File: src/rtl/filter_report_pkg.sv
// Shared constants and state type for the matched-filter report scheduler.
package filter_report_pkg;

    localparam logic [7:0] SYNC_BYTE        = 8'hA5;
    localparam int         BYTES_PER_FILTER = 7;

    typedef enum logic [1:0] {
        IDLE,
        TRACK,
        SEND
    } report_state_t;

endpackage

File: src/rtl/peak_tracker.sv
// Per-filter running maximum of a signed score, with the index of its first occurrence.
module peak_tracker #(
    parameter int SCORE_WIDTH = 32,
    parameter int IDX_WIDTH   = 16
) (
    input  logic                   clk,
    input  logic                   rst,
    input  logic                   clear,
    input  logic                   valid,
    input  logic [SCORE_WIDTH-1:0] score,
    output logic [SCORE_WIDTH-1:0] peak,
    output logic [IDX_WIDTH-1:0]   peak_idx
);

    localparam logic [SCORE_WIDTH-1:0] MOST_NEG = {1'b1, {(SCORE_WIDTH-1){1'b0}}};

    logic [SCORE_WIDTH-1:0] peak_q, peak_d;
    logic [IDX_WIDTH-1:0]   idx_q, idx_d;
    logic [IDX_WIDTH-1:0]   cnt_q, cnt_d;

    always_comb begin
        peak_d = peak_q;
        idx_d  = idx_q;
        cnt_d  = cnt_q;
        if (clear) begin
            peak_d = MOST_NEG;
            idx_d  = '0;
            cnt_d  = '0;
        end else if (valid) begin
            // strictly greater, so a tie keeps the earlier index
            if ($signed(score) > $signed(peak_q)) begin
                peak_d = score;
                idx_d  = cnt_q;
            end
            if (cnt_q != {IDX_WIDTH{1'b1}}) begin
                cnt_d = cnt_q + 1'b1;
            end
        end
    end

    always_ff @(posedge clk) begin
        if (rst) begin
            peak_q <= MOST_NEG;
            idx_q  <= '0;
            cnt_q  <= '0;
        end else begin
            peak_q <= peak_d;
            idx_q  <= idx_d;
            cnt_q  <= cnt_d;
        end
    end

    assign peak     = peak_q;
    assign peak_idx = idx_q;

endmodule

File: src/rtl/match_report_scheduler.sv
// Tracks per-filter peaks over a pass, picks the winner and sends one UART frame per pass.
// Optional trailing XOR checksum byte enabled by REPORT_CHECKSUM_EN.
//
// state | meaning
// IDLE  | waiting for pass_start
// TRACK | pass in progress, trackers follow score strobes
// SEND  | trackers frozen, frame being serialised to the UART
module match_report_scheduler
    import filter_report_pkg::*;
#(
    parameter int NUM_FILTERS = 2,
    parameter int SCORE_WIDTH = 32,
    parameter int IDX_WIDTH   = 16,
    localparam int WIN_W      = (NUM_FILTERS > 1) ? $clog2(NUM_FILTERS) : 1
) (
    input  logic                               clk,
    input  logic                               rst,
    input  logic                               pass_start,
    input  logic                               pass_end,
    input  logic [NUM_FILTERS-1:0]             score_valid,
    input  logic [NUM_FILTERS*SCORE_WIDTH-1:0] score_data,
    input  logic                               uart_ready,
    output logic                               uart_valid,
    output logic [7:0]                         uart_data,
    output logic                               busy,
    output logic [WIN_W-1:0]                   winner,
    output logic                               winner_valid
);

`ifdef REPORT_CHECKSUM_EN
    localparam int FRAME_LEN = 3 + BYTES_PER_FILTER * NUM_FILTERS;
`else
    localparam int FRAME_LEN = 2 + BYTES_PER_FILTER * NUM_FILTERS;
`endif

    report_state_t state_q, state_d;
    logic [7:0]       ptr_q, ptr_d;
    logic [7:0]       pc_q, pc_d;
    logic             uv_q, uv_d;
    logic [7:0]       ud_q, ud_d;
    logic             wv_q, wv_d;
    logic [WIN_W-1:0] winner_q, winner_d;
`ifdef REPORT_CHECKSUM_EN
    logic [7:0]       csum_q, csum_d;
`endif

    logic [SCORE_WIDTH-1:0] peak [NUM_FILTERS];
    logic [IDX_WIDTH-1:0]   pidx [NUM_FILTERS];
    logic                   track_clear;
    logic [WIN_W-1:0]       win_comb;
    logic [SCORE_WIDTH-1:0] best;
    logic [7:0]             cur_byte;
    logic [7:0]             k;
    logic [7:0]             off;

    assign track_clear = ((state_q == IDLE) && pass_start) ||
                         ((state_q == TRACK) && pass_start && !pass_end);

    // Trackers only move in TRACK, so in SEND their outputs are the pass snapshot.
    for (genvar g = 0; g < NUM_FILTERS; g++) begin : g_trk
        peak_tracker #(
            .SCORE_WIDTH(SCORE_WIDTH),
            .IDX_WIDTH  (IDX_WIDTH)
        ) u_trk (
            .clk     (clk),
            .rst     (rst),
            .clear   (track_clear),
            .valid   ((state_q == TRACK) && score_valid[g]),
            .score   (score_data[g*SCORE_WIDTH +: SCORE_WIDTH]),
            .peak    (peak[g]),
            .peak_idx(pidx[g])
        );
    end

    always_comb begin
        best     = peak[0];
        win_comb = '0;
        for (int i = 1; i < NUM_FILTERS; i++) begin
            if ($signed(peak[i]) > $signed(best)) begin
                best     = peak[i];
                win_comb = WIN_W'(i);
            end
        end
    end

    always_comb begin
        cur_byte = 8'h00;
        off      = 8'h00;
        k        = ptr_q - 8'd2;
        if (ptr_q == 8'd0) begin
            cur_byte = SYNC_BYTE;
        end else if (ptr_q == 8'd1) begin
            cur_byte = pc_q;
        end else begin
            for (int i = 0; i < NUM_FILTERS; i++) begin
                if ((k >= 8'(i * BYTES_PER_FILTER)) && (k < 8'((i + 1) * BYTES_PER_FILTER))) begin
                    off = k - 8'(i * BYTES_PER_FILTER);
                    case (off)
                        8'd0:    cur_byte = 8'(i);
                        8'd1:    cur_byte = peak[i][31:24];
                        8'd2:    cur_byte = peak[i][23:16];
                        8'd3:    cur_byte = peak[i][15:8];
                        8'd4:    cur_byte = peak[i][7:0];
                        8'd5:    cur_byte = pidx[i][15:8];
                        default: cur_byte = pidx[i][7:0];
                    endcase
                end
            end
`ifdef REPORT_CHECKSUM_EN
            if (ptr_q == 8'(FRAME_LEN - 1)) begin
                cur_byte = csum_q;
            end
`endif
        end
    end

    always_comb begin
        state_d  = state_q;
        ptr_d    = ptr_q;
        pc_d     = pc_q;
        uv_d     = 1'b0;
        ud_d     = ud_q;
        wv_d     = 1'b0;
        winner_d = winner_q;
`ifdef REPORT_CHECKSUM_EN
        csum_d   = csum_q;
`endif
        case (state_q)
            IDLE: begin
                if (pass_start) state_d = TRACK;
            end
            TRACK: begin
                if (pass_end) begin
                    state_d = SEND;
                    wv_d    = 1'b1;
                    ptr_d   = 8'd0;
`ifdef REPORT_CHECKSUM_EN
                    csum_d  = 8'h00;
`endif
                end
            end
            SEND: begin
                winner_d = win_comb;
                if (uv_q && (ptr_q == 8'(FRAME_LEN))) begin
                    state_d = IDLE;
                    pc_d    = pc_q + 8'd1;
                end else if (uart_ready && !uv_q) begin
                    uv_d  = 1'b1;
                    ud_d  = cur_byte;
                    ptr_d = ptr_q + 8'd1;
`ifdef REPORT_CHECKSUM_EN
                    if (ptr_q != 8'd0) csum_d = csum_q ^ cur_byte;
`endif
                end
            end
            default: state_d = IDLE;
        endcase
    end

    always_ff @(posedge clk) begin
        if (rst) begin
            state_q  <= IDLE;
            ptr_q    <= '0;
            pc_q     <= '0;
            uv_q     <= 1'b0;
            ud_q     <= '0;
            wv_q     <= 1'b0;
            winner_q <= '0;
`ifdef REPORT_CHECKSUM_EN
            csum_q   <= '0;
`endif
        end else begin
            state_q  <= state_d;
            ptr_q    <= ptr_d;
            pc_q     <= pc_d;
            uv_q     <= uv_d;
            ud_q     <= ud_d;
            wv_q     <= wv_d;
            winner_q <= winner_d;
`ifdef REPORT_CHECKSUM_EN
            csum_q   <= csum_d;
`endif
        end
    end

    // The frozen trackers already hold the result on the winner_valid cycle.
    assign winner       = (state_q == SEND) ? win_comb : winner_q;
    assign busy         = (state_q != IDLE);
    assign uart_valid   = uv_q;
    assign uart_data    = ud_q;
    assign winner_valid = wv_q;

endmodule
File: config.mk
export PLATFORM = sky130hd
export DESIGN_NAME = match_report_scheduler
export DESIGN_NICKNAME = d
export VERILOG_FILES = /design/src/rtl/filter_report_pkg.sv /design/src/rtl/peak_tracker.sv /design/src/rtl/match_report_scheduler.sv
export SDC_FILE = /design/constraint.sdc
export NUM_CORES = 1
export LEC_CHECK = 0
export CAP_MARGIN = 5
export CORE_UTILIZATION = 60
export CTS_BUF_LIST = sky130_fd_sc_hd__clkbuf_8
export DETAILED_ROUTE_END_ITERATION = 7
export HOLD_SLACK_MARGIN = 0.12
export PLACE_DENSITY_LB_ADDON = 0.05
export REMOVE_ABC_BUFFERS = 1
export SKIP_LAST_GASP = 1
export SYNTH_ARGS = -nofsm -noshare
export SYNTH_HDL_FRONTEND = slang
export SYNTH_SLANG_ARGS = --single-unit
export TNS_END_PERCENT = 50
File: constraint.sdc
create_clock -name clk -period 3.6 [get_ports clk]
set_input_delay 0.9 -clock clk [delete_from_list [all_inputs] [get_ports clk]]
set_output_delay 0.9 -clock clk [all_outputs]
set_load 0.02 [all_outputs]
==> flow_metrics.tcl <==
set metrics [dict create \
    io_pins 83 \
    clk_path_buf_depth 2 \
    dp_hpwl_um 19800 \
    dieHeight_um 129 \
    fp-row-count 45 \
    final_common_cell "dfxtp_1" \
    finalSetupViolCount 0 \
    max_slew_margin_pct 44.6 \
    start_util_pct 62.3 \
    holdBufCountCts 0 \
    hp-class "flip-flop to flip-flop" \
    grt_pass1_vias 8229 \
    ys.flop_type "dfxtp_1" \
    drt_wl_total_um 26500 \
    period_minus_slack_ns 3.55 \
    max_clock_freq_ghz 0.282 \
    place_area_um2 10900 \
    hold_viol 0 \
    vias_per_cell 6.06 \
    numClockSinks 157 \
    ys_seq_elements 157 \
    die-area_um2 16500 \
    async_reset_ff_share_pct 0 \
    coreArea_um2 15400 \
    nets 1432 \
    via_count 8947 \
    clk_latency_ns 0.47 \
    synth_edf_count 0 \
    post-route-drc-count 0 \
    track_usage_pct 33.1 \
    setup_ws_ns 0.0523 \
    worstPathArrival_ns 2.65 \
    port_buffers 82 \
    cp_max_fo 3 \
    h-tree-depth 4 \
    area_growth_syn_to_layout_pct 19.2 \
    yosys_warnings 0 \
    drv_slew 0 \
    path_class "flip-flop to output pin" \
    cts_tree "done" \
    leakage_nw 4.26 \
    finalCritPeriodShare_pct 98.5 \
    place_ws_ns -0.254 \
    yosysSeqAreaShare_pct 32.7 \
    syn_area_um2 9610 \
    antenna_left 0 \
    grt-ovfl-total 0 \
    end_kind "output pin" \
    synthCells 1170 \
    grt_pass1_wl_um 42100 \
    path_clk_slew_ns 0.09 \
    antenna_found_initial 0 \
    place_congestion 0.965 \
    synth.avg_cell_area_um2 8.22 \
    cp.required_ns 2.70 \
    drive_gt1_share_pct 11.6 \
    vdd_drop_max_v 0.000225 \
    fin_skew_ns 0.0134 \
    dieWidth_um 129 \
    status "complete, no violations" \
    fill_cells 1225 \
    postLayoutCellArea_um2 11500 \
    clockRootBuffer "clkbuf_8" \
    first_iter_violations 784 \
    yosysUniqueCellTypes 66 \
    numCtsBuffers 17 \
    pwr_density_cell_nw_per_um2 328 \
    start_kind "flip-flop" \
    final_cell_mix "dfxtp_1 (146), nand3_1 (116), ha_1 (101)" \
    grt_max_degree 61 \
    diodes 0 \
    maxCapViolations 0 \
    drt_first_pass_iters 7 \
    post_drt_wl_per_cell_um 17.9 \
    tightest_slew_ns 0.831 \
]
-- cell families (layout without fill, tap and decap cells) --
group	Yosys count	after routing	synth area share (%)
buffers and inverters	147	243	6.12
and+or+nand+nor	396	396	20.1
xor gates and xnor gates	43	43	4.00
muxes	8	8	0.898
AOI/OAI and AO/OA	311	311	22.1
adders and majority gates	108	108	14.1
DFF	157	157	32.7
-- registers in the layout (all words and copies together) (netlist names) --
name                  flops
g_trk.u_trk.cnt_q        32
g_trk.u_trk.peak         64
g_trk.u_trk.peak_idx     32
pc_q                      8
ptr_q                     8
state_q                   2
uart_data                 8
uart_valid                1
winner_q                  1
winner_valid              1
-- report_power, final --
part           switching (mW)  internal, mW
sequential             0.0180          1.75
clock                   0.693         0.727
combinational           0.310         0.259
-- layout make-up --
cell class                      count  area, um2  share of cell area, %
Clock buffer                       19        262                   2.28
Clock inverter                     13        165                   1.44
Inverter                           82        308                   2.69
Multi-Input combinational cell    866       6040                   52.7
Sequential cell                   157       3160                   27.6
Tap cell                          211        264                   2.30
Timing Repair Buffer              129       1260                   11.0
-- path summary, 6_finish.rpt --
kind                                   start                         end  slack [ns]  cells past startpoint
hold / removal    g_trk[1].u_trk.peak_idx[8]  g_trk[1].u_trk.peak_idx[8]        0.46                      2
setup / recovery      g_trk[0].u_trk.peak[4]                      winner        0.05                     10
setup reg to reg                    ptr_q[2]                uart_data[2]        0.28                     10
hold reg to reg   g_trk[1].u_trk.peak_idx[8]  g_trk[1].u_trk.peak_idx[8]        0.46                      2
-- synthesized netlist by cell type (all sizes together) (3+ instances only) --
library cell  number  area share, %
nor3b              3           0.29
nand4             26            1.7
o31ai             64            5.6
or2                5           0.33
a21oi             55            2.9
o211ai             9           0.70
xor2              26            2.4
nor2b              7           0.46
a221oi            15            1.4
a21o              21            1.6
nand2             91            3.6
o21ai             81            4.3
nor4               4           0.26
a22oi             19            1.5
nor2              79            3.1
and3              12           0.78
a22o               3           0.27
a222oi             4           0.42
or3                9           0.64
and4               5           0.46
o21a               8           0.62
inv               82            3.2
xnor2             17            1.6
clkbuf            43            1.7
a31oi              8           0.52
a211oi             7           0.55
ha               108             14
mux2i              6           0.66
and2               4           0.26
nand3            116            6.0
nand2b             5           0.33
nor3              25            1.5
dfxtp            157             33
nand3b             3           0.23
buf               22            1.2
-- metal layers --
| layer | share of wire (%) | vias up | GRT usage, % |
|---|---|---|---|
| met5 | 0 | - | 0 |
| met4 | 3.2 | 0 | 13.1 |
| met3 | 6.5 | 53 | 5.95 |
| met2 | 47 | 322 | 54.4 |
| met1 | 43 | 4154 | 43.0 |
| li1 | - | 4418 | - |
-- critical path, stage by stage, from the launching register on --
cell and delay [ns]:
dfxtp_2 0.33, inv_1 0.07, ha_1 0.29, or2_2 0.29
a21oi_2 0.13, a21oi_1 0.06, a31oi_1 0.28, o211ai_1 0.14
xnor2_1 0.23, a22o_1 0.23, buf_6 0.14
-- repair_timing --
action                     CTS  global route
setup endpoints to repair    1             1
pin swaps                    5            11
setup buffers                1             1
gates resized for setup      9            31
-- stage by stage --
| stage | hold slack [ns] | TNS [ns] | util [%] | total power [mW] | instances |
|---|---|---|---|---|---|
| after floorplan | 0.425 | -289.28 | - | 2.09 | 1105 |
| after global placement | 0.442 | -8.18 | 70.6 | 2.34 | 1443 |
| after detailed placement | 0.445 | -10.51 | 70.6 | 2.34 | 1443 |
| after CTS | 0.457 | 0 | 73.5 | 3.75 | 1476 |
| after global routing | 0.482 | -0.0395 | 74.3 | 3.90 | 1477 |
| final | 0.455 | 0 | 74.3 | 3.76 | 1477 |
No activity file was read; power rests on OpenSTA's default activity.
